### config.mk
export PLATFORM = sky130hd
export DESIGN_NAME = adder_arbiter
export DESIGN_NICKNAME = d
export VERILOG_FILES = /design/src/rtl/adder_arbiter.sv
export SDC_FILE = /design/constraint.sdc
export NUM_CORES = 1
export LEC_CHECK = 0
export ABC_AREA = 0
export BUFFER_PORTS_ARGS = -buffer_cell sky130_fd_sc_hd__buf_2
export CAP_MARGIN = 40
export CORE_AREA = 2 2 153 155
export CTS_CLUSTER_DIAMETER = 120
export DETAILED_ROUTE_END_ITERATION = 10
export DIE_AREA = 0 0 155 157
export MAX_ROUTING_LAYER = met4
export RECOVER_POWER = 25
export SLEW_MARGIN = 20
export SYNTH_ARGS = -nofsm -noshare
export SYNTH_HDL_FRONTEND = slang
export SYNTH_SLANG_ARGS = --single-unit
### constraint.sdc
create_clock -name clk -period 4.6 [get_ports clk]
set_clock_uncertainty 0.05 [all_clocks]
set_input_delay 0.46 -clock clk [delete_from_list [all_inputs] [get_ports clk]]
set_output_delay 0.46 -clock clk [all_outputs]
set_load 0.01 [all_outputs]
### src/rtl/adder_arbiter.sv
// rtl/adder_arbiter.sv - round-robin sequencer sharing one external adder among requesters
module adder_arbiter #(
  parameter int OPERAND_WIDTH = 32,
  parameter int NUM_REQ = 4,
  localparam int ID_W = $clog2(NUM_REQ)
) (
  input  logic                             clk,
  input  logic                             rst,
  input  logic [NUM_REQ-1:0]               req_valid,
  output logic [NUM_REQ-1:0]               req_ready,
  input  logic [NUM_REQ*OPERAND_WIDTH-1:0] req_op1,
  input  logic [NUM_REQ*OPERAND_WIDTH-1:0] req_op2,
  output logic [OPERAND_WIDTH-1:0]         add_op1,
  output logic [OPERAND_WIDTH-1:0]         add_op2,
  input  logic [OPERAND_WIDTH-1:0]         add_y,
  output logic                             rsp_valid,
  input  logic                             rsp_ready,
  output logic [ID_W-1:0]                  rsp_id,
  output logic [OPERAND_WIDTH-1:0]         rsp_data
);

  typedef enum logic [1:0] {IDLE, EXEC, RESP} state_t;

  state_t                   state_q, state_d;
  logic [ID_W-1:0]          ptr_q;
  logic [ID_W-1:0]          grant;
  logic [ID_W-1:0]          ptr_next;
  logic                     any_valid;
  logic                     accept;
  logic [2*NUM_REQ-1:0]     dbl_valid;
  logic [NUM_REQ-1:0]       rot_valid;
  logic [ID_W:0]            idx_sum;
  logic [OPERAND_WIDTH-1:0] sel_op1, sel_op2;
  logic [OPERAND_WIDTH-1:0] op1_q, op2_q;
  logic [ID_W-1:0]          id_q;

  // Rotate req_valid so bit 0 is the requester at ptr; the first set bit is the grant.
  always_comb begin
    dbl_valid = {req_valid, req_valid};
    rot_valid = NUM_REQ'(dbl_valid >> ptr_q);
    grant     = '0;
    any_valid = 1'b0;
    idx_sum   = '0;
    for (int k = NUM_REQ - 1; k >= 0; k--) begin
      if (rot_valid[k]) begin
        idx_sum = {1'b0, ptr_q} + (ID_W+1)'(k);
        if (idx_sum >= (ID_W+1)'(NUM_REQ)) begin
          idx_sum = idx_sum - (ID_W+1)'(NUM_REQ);
        end
        grant     = idx_sum[ID_W-1:0];
        any_valid = 1'b1;
      end
    end
  end

  always_comb begin
    ptr_next = (grant == ID_W'(NUM_REQ - 1)) ? '0 : grant + 1'b1;
  end

  always_comb begin
    sel_op1 = '0;
    sel_op2 = '0;
    for (int k = 0; k < NUM_REQ; k++) begin
      if (grant == ID_W'(k)) begin
        sel_op1 = req_op1[k*OPERAND_WIDTH +: OPERAND_WIDTH];
        sel_op2 = req_op2[k*OPERAND_WIDTH +: OPERAND_WIDTH];
      end
    end
  end

  always_ff @(posedge clk) begin
    if (rst) begin
      state_q <= IDLE;
    end else begin
      state_q <= state_d;
    end
  end

  // Accept is gated by rst so nothing is granted while reset is held.
  always_comb begin
    state_d   = state_q;
    accept    = 1'b0;
    req_ready = '0;
    case (state_q)
      IDLE: begin
        if (any_valid && !rst) begin
          accept  = 1'b1;
          state_d = EXEC;
        end
      end
      EXEC: state_d = RESP;
      RESP: begin
        if (rsp_valid && rsp_ready) begin
          state_d = IDLE;
        end
      end
      default: state_d = IDLE;
    endcase
    for (int k = 0; k < NUM_REQ; k++) begin
      req_ready[k] = accept && (grant == ID_W'(k));
    end
  end

  always_ff @(posedge clk) begin
    if (rst) begin
      ptr_q     <= '0;
      op1_q     <= '0;
      op2_q     <= '0;
      id_q      <= '0;
      rsp_valid <= 1'b0;
      rsp_id    <= '0;
      rsp_data  <= '0;
    end else begin
      if (accept) begin
        op1_q <= sel_op1;
        op2_q <= sel_op2;
        id_q  <= grant;
        ptr_q <= ptr_next;
      end
      if (state_q == EXEC) begin
        rsp_data  <= add_y;
        rsp_id    <= id_q;
        rsp_valid <= 1'b1;
      end else if (state_q == RESP && rsp_valid && rsp_ready) begin
        rsp_valid <= 1'b0;
      end
    end
  end

  // Adder inputs come straight from registers so they are stable for the whole EXEC cycle.
  assign add_op1 = op1_q;
  assign add_op2 = op2_q;

endmodule

==> metrics.md, run 1 <==
| Metric | Value |
|---|---|
| Status | finished clean |
| Post-synth EDFFs | 0 |
| Starting Density | 0.242 |
| WP data required | 4090 ps |
| Worst R2R Path Depth | 9 |
| Crit path time final | 3330 ps |
| TritonCTS clock tree | done |
| Post-Synth Adder-Cell Area | 0.00920 |
| DRC violations left | 0 |
| Clk pwr share | 0.283 |
| Vias post-DR | 6,662 |
| Post-cts repair resize count | 0 |
| Crit-path cells | o22ai_1 > o21ai_0 > nor2b_1 > ha_2 > buf_4 > and2_1 > buf_2 |
| Switching Share | 0.347 |
| Clk Latency, worst-skew pair | 350 ps |
| Primary FF master, synth | dfxtp_1 |
| Syn nets | 1,010 |
| Crit share post-route | 0.725 |
| Io pins | 398 |
| Fin Setup TNS | 0 ps |
| Area fraction in and, or, nand and nor cells after synthesis | 0.169 |
| Core ar. | 22,500 um2 |
| Slowest CP cell | buf_4 |
| Reg2Reg Setup Slack | 1500 ps |
| Most frequent cell after synthesis | dfxtp_1 |
| Post-DRT Antenna Nets | 0 |
| Worst slew pin tran | 1490 ps |
| Clock Pin Slew Worst Setup and Hold Paths | 80 ps |
| Critical path class | register to primary output |
| Pwr per Cell Area | 361 nW/um2 |
| Largest family of logic cells by synthesized area | compound AO/OA/AOI/OAI gates |
| Total GRT Usage | 0.178 |
| Synth top cells by count | dfxtp_1 (105), a21oi_1 (102), nand2_1 (71) |
| Mapped Area | 5440 um2 |
| Synth unique cells | 28 |
| Slew margin rel. | 0.00772 |
| Worst Setup End Kind | primary output |
| Top area cells in the synthesized netlist | dfxtp_1 (39%), a221o_1 (12%), a221oi_1 (10%) |
| Antenna cell count | 0 |
| Worst EP arrival | 2820 ps |
| Die width | 155 um |
| Cts bufs inserted | 9 |
| Hold path endpoint | rsp_data[28] |
| Synthesis Warnings | 0 |
| Nets | 1,353 |
| Seq/Total Area, Yosys | 0.386 |
| Hold Path Class | primary input to register |
| Worst r2r src | ptr_q[0] |
| Max FO, Critical Path | 65 |
| Hold path startpoint | add_y[28] |
| FFs w/ async S/R, synth | 0 |
| GRT met1 Usage | 0.212 |
| Total of max-cap violations | 0 |
| Pre-antenna DRT Iters | 5 |
| Final Hold Fails | 0 |
| Leak | 3.71 nW |
| Clk sink count | 105 |
| Vias in the first global route | 6,290 |
| Max incr delay on CP | 610 ps |
| CTS max path bufs | 2 |
| H-tree depth reported by CTS | 3 |
| Critical R2R Capture | add_op1[9] |
| CP startpoint kind | register |
| RSZ-0062 raised after global routing | false |
| Sequential Power Share | 0.378 |
| # setup viols final | 0 |
| Met2 Resource Use GR | 0.309 |
| WL final | 22.6 mm |
| Power Internal | 0.00185 W |
| Clock root buffer | clkbuf_16 |
| Mux share of post-synthesis cell area | 0 |
| Routability Congestion | 0.858 |
| Post-synth top area share | 0.386 |
| Hold path depth | 3 |
| FF+latch count, synth | 105 |
| Maximum vdd drop | 0.188 mV |
| Grt ovf | 0 |
| P_sw | 0.000983 W |
| Share of cells above drive strength 1 | 0.358 |
| Initial antenna violation count | 0 |
| Fmax | 300 MHz |
| M3 GR Usage | 0.0369 |
| Inst Count DP | 1,328 |
| Area Growth Syn to Fin | 44.3% |
| Synth Area in Compound Gates | 0.332 |
| Drt via density | 4.96 |
| Post-CTS Setup Inserts | 0 |
| # fillers | 2,487 |
| DRT iter0 DRCs | 440 |
| Rows | 55 |
| Top Usage Layer GRT | met2 |
| IO buf count | 397 |
| Comb pwr share | 0.339 |
| Post-Synth XOR/XNOR Area | 0 |
| First-pass GRT wire length | 33.6 mm |
| Post-detail-place hpwl | 16.6 mm |
| Yosys top cell by area | dfxtp_1 |
| Largest net degree at the start of global routing | 70 |
| Hold_buf cts | 0 |
| Syn Inst Count | 711 |
| Routed WL per cell | 16.8 um |
| Post-route insts no fill | 1,343 |
| Worst Setup SP | ptr_q[0] |
| Slew Limit Fails | 0 |
| Syn avg cell area | 7.66 um2 |
| DIE AREA | 24,300 um2 |
| Die H | 157 um |
metrics by stage:
step	total power, W	hold slack, ps	util	setup slack, ps	instance area [um2]
2_1_floorplan	0.00168	382	-	2090	5440
3_3_place_gp	0.00206	389	0.339	1340	7620
3_5_place_dp	0.00207	394	0.339	1270	7620
4_1_cts	0.00289	268	0.352	1270	7920
5_1_grt	0.00302	280	0.349	1030	7860
6_report	0.00283	287	0.349	1270	7860
cell type report:
cell class,instances,area (um2),share of cell area
inverter,70,263,0.0335
tap,285,357,0.0454
clock buffer,9,225,0.0287
clock inverter,6,76.3,0.00972
multi-input combinational,460,2820,0.358
timing repair buffer,408,2020,0.257
sequential,105,2100,0.268
power by group through the flow:
stage	Clock, W	Sequential [W]	Combinational [W]
3_5_place_dp	0	0.00109	0.000976
2_1_floorplan	0	0.00113	0.000548
4_1_cts	0.000837	0.00107	0.000979
3_3_place_gp	0	0.00109	0.000974
6_report	0.000802	0.00107	0.000959
5_1_grt	0.000870	0.00108	0.00106
placed cells by master (no fill, tap or decap), types with 4 or more instances in the layout:
master / instances
buf_2: 345
dfxtp_1: 105
a21oi_1: 102
nand2_1: 71
inv_1: 69
nor2_1: 68
a221o_1: 64
a221oi_1: 64
nor3_1: 64
clkbuf_1: 52
buf_4: 10
clkbuf_16: 9
o21ai_0: 4
and2_1: 4
per-layer routing:
metal  part of all wire  up-vias  wire length, um
li1                   -     3268                -
met1               0.41     3082             9340
met2               0.50      290            11300
met3              0.070       22             1570
met4              0.014        0              320
met5                  0        -                0
worst max path at each step:
stage,end,depth (start not counted)
after CTS,req_ready[1],7
after global routing,req_ready[1],7
final,req_ready[1],7
after global placement,add_op1[27],11
after floorplan,req_ready[3],8
after detailed placement,add_op1[9],11
state kept, by name (all words and copies together) (netlist names):
| register | count |
|---|---|
| rsp_data | 32 |
| rsp_valid | 1 |
| add_op2 | 32 |
| ptr_q | 2 |
| state_q | 2 |
| add_op1 | 32 |
| rsp_id | 2 |
| id_q | 2 |
cell families (layout without fill, tap and decap cells):
| kind of cell | count (synthesis) | in the layout |
|---|---|---|
| compound gates | 241 | 241 |
| fa+ha+maj | 4 | 4 |
| buf+inv | 146 | 493 |
| flops | 105 | 105 |
| simple gates | 215 | 215 |
worst max-delay path: cells and delay by family, from the launching register on:
| kind | cells | cell delay (ps) |
|---|---|---|
| adder cells (fa/ha/maj) | 1 | 270 |
| AND/OR/NAND/NOR | 2 | 560 |
| buffers and inverters | 2 | 750 |
| flip-flops | 1 | 420 |
| AO/OA/AOI/OAI | 2 | 460 |
No activity file was read; power rests on OpenSTA's default activity.
==> inputs of run 2 (changes only) <==
Clock period 4.6 ns to 2.8 ns, I/O delays scaled along.
==> run 2 against run 1 <==
Effect of this change: critical path depth up 1; global-route usage up 0.54 points; final cell count up 2.2%; combinational power up 77%; worst hold slack worse by 180 ps; register-to-register slack worse by 1300 ps; setup slack worse by 1100 ps; via count up 2.8%; flip-flop and latch count unchanged; die area unchanged; clock power up 71%; power up 71%; largest cell class unchanged; highest routed layer unchanged.
==> metrics.md, run 2 (synthesis gave the netlist of run 1 again) <==
| Metric | Value |
|---|---|
| Status | finished clean |
| Met2 Resource Use GR | 0.312 (+0.00275) |
| Crit-path cells | a21o_1 > a21oi_1 > o22ai_1 > inv_1 > ha_4 > buf_4 > and2_1 > buf_2 |
| Clk Latency, worst-skew pair | 340 ps (about the same) |
| Crit share post-route | 0.937 |
| GRT met1 Usage | 0.216 (+0.00419) |
| Vias in the first global route | 6,429 (+2.2%) |
| Clk pwr share | 0.284 (about the same) |
| Io pins | 398 (unchanged) |
| WP data required | 2470 ps (-1620 ps) |
| Multi-input gate area | 2820 um2 (unchanged) |
| Hold_buf cts | 0 (unchanged) |
| CP top delay family | buffers and inverters |
| Fmax | 381 MHz |
| Grt ovf | 0 (unchanged) |
| Post-DRT Antenna Nets | 0 (unchanged) |
| Pre-antenna DRT Iters | 5 (unchanged) |
| DRT iter0 DRCs | 472 (+7.3%) |
| Area Growth Syn to Fin | 49.7% |
| Slew Limit Fails | 0 (unchanged) |
| Sequential Power Share | 0.364 (-0.014) |
| Worst Setup End Kind | primary output |
| M3 GR Usage | 0.0430 (+0.00606) |
| DRC violations left | 0 (unchanged) |
| Nets | 1,380 (+2.0%) |
| Top Usage Layer GRT | met2 |
| RSZ-0062 raised after global routing | false |
| H-tree depth reported by CTS | 3 (unchanged) |
| Slowest CP cell | ha_4 |
| Critical path class | register to primary output |
| Routed WL per cell | 17.0 um (+1.1%) |
| Share of cells above drive strength 1 | 0.377 (+0.0184) |
| Total of max-cap violations | 0 (unchanged) |
| Max incr delay on CP | 460 ps (-150 ps) |
| IO buf count | 397 (unchanged) |
| Pwr per Cell Area | 593 nW/um2 (+65%) |
| WL final | 23.3 mm (+3.3%) |
| Inst Count DP | 1,354 (+2.0%) |
| Rows | 55 (unchanged) |
| Largest net degree at the start of global routing | 59 (-16%) |
| Worst slew pin tran | 645 ps (-843 ps) |
| Post-layout power | 0.00483 W (+71%) |
| Initial antenna violation count | 2 (+2) |
| Slew margin rel. | 0.570 (+0.562) |
| Die width | 155 um (unchanged) |
| Max FO, Critical Path | 27 (-58%) |
| CP startpoint kind | register |
| DIE AREA | 24,300 um2 (unchanged) |
| Maximum vdd drop | 0.230 mV (+23%) |
| Cts bufs inserted | 9 (unchanged) |
| Core ar. | 22,500 um2 (unchanged) |
| Sequential Area | 2100 um2 (unchanged) |
| Fin Setup TNS | 0 ps (unchanged) |
| Post-detail-place hpwl | 17.4 mm (+5.0%) |
| Clk sink count | 105 (unchanged) |
| Hold Path Class | primary input to register |
| Clock root buffer | clkbuf_16 |
| Worst EP arrival | 2290 ps (-530 ps) |
| TritonCTS clock tree | done |
| Starting Density | 0.242 (unchanged) |
| First-pass GRT wire length | 34.3 mm (+2.3%) |
| Leak | 3.87 nW (+4.5%) |
| Most common cell after layout, fill and taps aside | buf_2 |
| Routability Congestion | 0.893 (+4.1%) |
| Drt via density | 4.99 (+0.56%) |
| Crit path time final | 2620 ps |
| Comb pwr share | 0.352 (+0.013) |
| # fillers | 2,419 (-2.7%) |
| Final Hold Fails | 0 (unchanged) |
| # setup viols final | 0 (unchanged) |
| Hold_ws | 109 ps (-178 ps) |
| Vias post-DR | 6,849 (+2.8%) |
| Commonest non-fill, non-tap cells in the layout | buf_2 (346), dfxtp_1 (105), a21oi_1 (102), nand2_1 (71), inv_1 (69) |
| Post-route insts no fill | 1,373 (+2.2%) |
| Switching Share | 0.346 (-0.000960) |
| Power Internal | 0.00316 W (+71%) |
| WP buf/inv | 3 (+1) |
| Final Core Density | 0.362 (+0.0130) |
| Total GRT Usage | 0.184 (+0.00542) |
| P_sw | 0.00167 W (+70%) |
| Clock Pin Slew Worst Setup and Hold Paths | 80 ps (about the same) |
| Die H | 157 um (unchanged) |
| CTS max path bufs | 2 (unchanged) |
==> run 2: cell types whose count changed in the layout (fill, tap and decap cells not counted) <==
cell / delta
clkbuf_1: -2
diode_2: +2
o21ai_1: +1
clkinv_4: -1
o21ai_0: -1
buf_2: +1
buf_4: +22
clkbuf_8: +1
buf_12: +5
clkinvlp_4: +1
buf_6: +1
==> run 2: power groups by stage <==
| stage | Sequential (W) | Clock (W) | Combinational [W] |
|---|---|---|---|
| floorplan | 0.00186 | 0 | 0.000901 |
| global placement | 0.00179 | 0 | 0.00170 |
| detailed placement | 0.00179 | 0 | 0.00171 |
| CTS | 0.00176 | 0.00143 | 0.00173 |
| global route | 0.00178 | 0.00148 | 0.00188 |
| finish | 0.00176 | 0.00137 | 0.00170 |
==> run 2: timing repair <==
| action | CTS | global route |
|---|---|---|
| gates resized for setup | 0 | 2 |
| pin swaps | 1 | 0 |
| endpoints found under the setup margin | 1 | 9 |
| hold endpoints to repair | 0 | 0 |
| setup buffers | 1 | 0 |
==> run 2: final timing paths <==
kind	startpoint	endpoint	slack, ps	cells past startpoint
max reg2reg	ptr_q[1]	add_op2[18]	210	10
min	add_y[16]	rsp_data[16]	110	3
max	ptr_q[1]	req_ready[2]	180	8
min reg2reg	rsp_data[19]	rsp_data[19]	410	2
==> run 2: cell type report <==
class / instances / area share
sequential: 105 / 0.258
multi-input combinational: 460 / 0.346
clock buffer: 10 / 0.0293
clock inverter: 6 / 0.00922
inverter: 70 / 0.0323
timing repair buffer: 435 / 0.281
tap: 285 / 0.0438
antenna: 2 / 0.000614
==> run 2: worst register-to-register path, cell delays in order, from the launching register on <==
cell and delay (ps):
dfxtp_1 440, o221ai_1 150, o21ai_1 160, buf_4 150
nor2b_1 180, ha_2 260, nor2b_4 130, buf_12 200
a221o_1 310, a221oi_1 350, nor3_1 90
==> run 2: layer usage <==
layer  vias up  share of wire
met5         -              0
met4         0          0.020
met1      3187           0.40
li1       3319              -
met2       310           0.50
met3        33          0.076
==> run 2: metrics by stage <==
stage / setup WS (ps) / area [um2]
after floorplan: 467 / 5440
after global placement: 88.0 / 7870
after detailed placement: 65.8 / 7870
after CTS: 17.7 / 8200
after global routing: 16.9 / 8150
final: 176 / 8150
==> inputs of run 3 (changes only) <==
--- a/config.mk
+++ b/config.mk
@@ -14,5 +14,5 @@
 export DIE_AREA = 0 0 155 157
+export GPL_TIMING_DRIVEN = 0
 export MAX_ROUTING_LAYER = met4
 export RECOVER_POWER = 25
-export SLEW_MARGIN = 20
 export SYNTH_ARGS = -nofsm -noshare
--- a/constraint.sdc
+++ b/constraint.sdc
@@ -4,2 +4,2 @@
 set_output_delay 0.28 -clock clk [all_outputs]
-set_load 0.01 [all_outputs]
+set_load 0.1 [all_outputs]
==> run 3 against run 2 <==
Effect of this change: register-to-register slack got worse by 100 ps; non-clock buffer count rose by 38; flip-flop and latch count did not move; die area did not move; maximum frequency fell by 2.9%; utilization rose by 0.17 points; combinational power rose by 68%; clock power fell by 7%; via count rose by 3.1%; sequential share of layout area fell by 0.10 points.
==> metrics.md, run 3 (synthesis gave the netlist of run 1 again) <==
| Metric | Value |
|---|---|
| Status | finished clean |
| Post-route insts no fill | 1,409 (+2.6%) |
| Final Hold Fails | 0 (unchanged) |
| Total GRT Usage | 0.206 (+0.0225) |
| Worst slew pin tran | 1230 ps (+580 ps) |
| Rows | 55 (unchanged) |
| Die H | 157 um (unchanged) |
| Crit path time final | 2700 ps (+77.3 ps) |
| Slowest CP cell | dfxtp_1 |
| WP buf/inv | 3 (unchanged) |
| Hold Path Class | primary input to register |
| Crit-path cells | o22ai_1 > o21ai_2 > nor2b_2 > ha_1 > clkbuf_8 > clkbuf_4 > and2_1 > buf_8 |
| Top Usage Layer GRT | met2 |
| Critical path class | register to primary output |
| Reg2Reg Setup Slack | 110 ps (-100 ps) |
| CTS max path bufs | 2 (unchanged) |
| IO buf count | 396 (-0.25%) |
| Hold path depth | 3 (unchanged) |
| Post-DRT Antenna Nets | 0 (unchanged) |
| Share of cells above drive strength 1 | 0.363 (-0.0136) |
| Grt ovf | 0 (unchanged) |
| Max incr delay on CP | 400 ps (-60 ps) |
| Post-CTS Setup Inserts | 0 (-1) |
| Max FO, Critical Path | 10 (-63%) |
| GRT met1 Usage | 0.258 (+0.0418) |
| CP startpoint kind | register |
| DRT iter0 DRCs | 533 (+13%) |
| # fillers | 2,460 (+1.7%) |
| Vias post-DR | 7,061 (+3.1%) |
| Pre-antenna DRT Iters | 5 (unchanged) |
| Clock root buffer | clkbuf_16 |
| Crit share post-route | 0.965 (+0.0276) |
| Worst Setup End Kind | primary output |
| Worst R2R Path Depth | 9 (-1) |
| Inst Count DP | 1,394 (+3.0%) |
| Hold path endpoint | rsp_data[26] |
| Cts bufs inserted | 9 (unchanged) |
| Io pins | 398 (unchanged) |
| WL final | 26.2 mm (+12%) |
| Area Growth Syn to Fin | 50.4% |
| Slew Limit Fails | 0 (unchanged) |
| M3 GR Usage | 0.0374 (-0.00551) |
| Die width | 155 um (unchanged) |
| Maximum vdd drop | 0.275 mV (+20%) |
| TritonCTS clock tree | done |
| # setup viols final | 0 (unchanged) |
| Hold_buf cts | 0 (unchanged) |
| Leak | 3.88 nW (+0.19%) |
| Clk sink count | 105 (unchanged) |
| Most common cell after layout, fill and taps aside | buf_2 |
| Clk Latency, worst-skew pair | 350 ps (about the same) |
| Drt via density | 5.01 (+0.46%) |
| Antenna cell count | 0 (-2) |
| Initial antenna violation count | 0 (-2) |
| H-tree depth reported by CTS | 3 (unchanged) |
| Commonest non-fill, non-tap cells in the layout | buf_2 (350), dfxtp_1 (104), a21oi_1 (102), clkbuf_1 (94), nand2_1 (71) |
| Total of max-cap violations | 0 (unchanged) |
| Largest net degree at the start of global routing | 20 (-66%) |
| Nets | 1,418 (+2.8%) |
| CP top delay family | buffers and inverters |
| Hold_ws | 112 ps (+2.86 ps) |
| Hold path startpoint | add_y[26] |
| DRC violations left | 0 (unchanged) |
| Worst r2r src | ptr_q[0] |
| Critical R2R Capture | add_op2[20] |
| RSZ-0062 raised after global routing | false |
| Slew margin rel. | 0.187 (-0.383) |
| Post-detail-place hpwl | 20.9 mm (+20%) |
| Starting Density | 0.242 (unchanged) |
| Worst EP arrival | 2370 ps (+80 ps) |
| First-pass GRT wire length | 37.3 mm (+8.8%) |
| Fmax | 370 MHz (-2.9%) |
| Vias in the first global route | 6,489 (+0.93%) |
| Final Core Density | 0.364 (+0.00167) |
| WP data required | 2470 ps (about the same) |
| Routed WL per cell | 18.6 um (+9.4%) |
| Met2 Resource Use GR | 0.343 (+0.0315) |
| Core ar. | 22,500 um2 (unchanged) |
| DIE AREA | 24,300 um2 (unchanged) |
| Clock Pin Slew Worst Setup and Hold Paths | 80 ps (about the same) |
| Pwr per Cell Area | 721 nW/um2 (+21%) |
| Routability Congestion | 0.968 (+8.4%) |
-- run 3: cell count changes in the layout (fill, tap and decap cells not counted), sizes merged --
| cell | before | now |
|---|---|---|
| buf | 385 | 363 |
| diode | 2 | 0 |
| clkbuf | 60 | 120 |
| clkinvlp | 3 | 1 |
| bufinv | 1 | 0 |
| clkinv | 0 | 3 |
-- run 3: worst register-to-register path: cells and delay by family, from the launching register on --
family,cells,cell delay [ps]
simple gates,1,90
flops,1,400
compound gates,5,1160
buf+inv,2,600
fa+ha+maj,1,260
-- run 3: area by class of cell --
cell class / count / area [um2] / area share
clock inverters: 6 / 61.3 / 0.00749
plain buffers: 75 / 355 / 0.0434
repair buffers: 398 / 1970 / 0.241
inverters: 70 / 263 / 0.0321
flip-flops and latches: 105 / 2100 / 0.257
clock buffers: 10 / 229 / 0.0280
well taps: 285 / 357 / 0.0436
multi-input cells: 460 / 2850 / 0.348
-- run 3: layer usage --
metal / up-vias / wire, um / part of all wire
met3: 38 / 1730 / 0.066
met1: 3296 / 11100 / 0.42
met2: 329 / 12800 / 0.49
li1: 3398 / - / -
met5: - / 0 / 0
met4: 0 / 582 / 0.022
-- run 3: how the worst max path moves through the flow --
stage                      start           end  slack, ps  cells past startpoint
finish                  ptr_q[0]  req_ready[1]        100                      8
global route            ptr_q[0]   add_op1[10]        0.3                     10
CTS                     ptr_q[0]  req_ready[2]          9                      8
detailed placement  req_valid[2]  req_ready[1]       -770                     10
global placement    req_valid[2]  req_ready[1]       -710                     10
floorplan               ptr_q[0]  req_ready[3]         10                      7
-- run 3: power by group --
group	internal [W]	total, W	leakage [nW]	switching (W)
clock network	0.000626	0.00127	0.138	0.000645
registers	0.00167	0.00176	0.864	0.0000992
logic	0.000730	0.00286	2.88	0.00213
-- run 3: metrics by stage --
stage	area [um2]	setup TNS, ps	total power, W	setup WS [ps]
after floorplan	5440	0	0.00387	13.5
after detailed placement	7800	-28660	0.00462	-768
after CTS	8160	0	0.00593	9.39
after global placement	7780	-23840	0.00461	-714
final	8180	0	0.00590	99.2
after global routing	8180	0	0.00617	0.308
-- run 3: what timing repair did --
action                                  CTS  global route
pin swaps                                 0             0
endpoints found under the hold margin     0             0
endpoints found under the setup margin   68            64
gates cloned                              0             0
resized for setup                        27            47
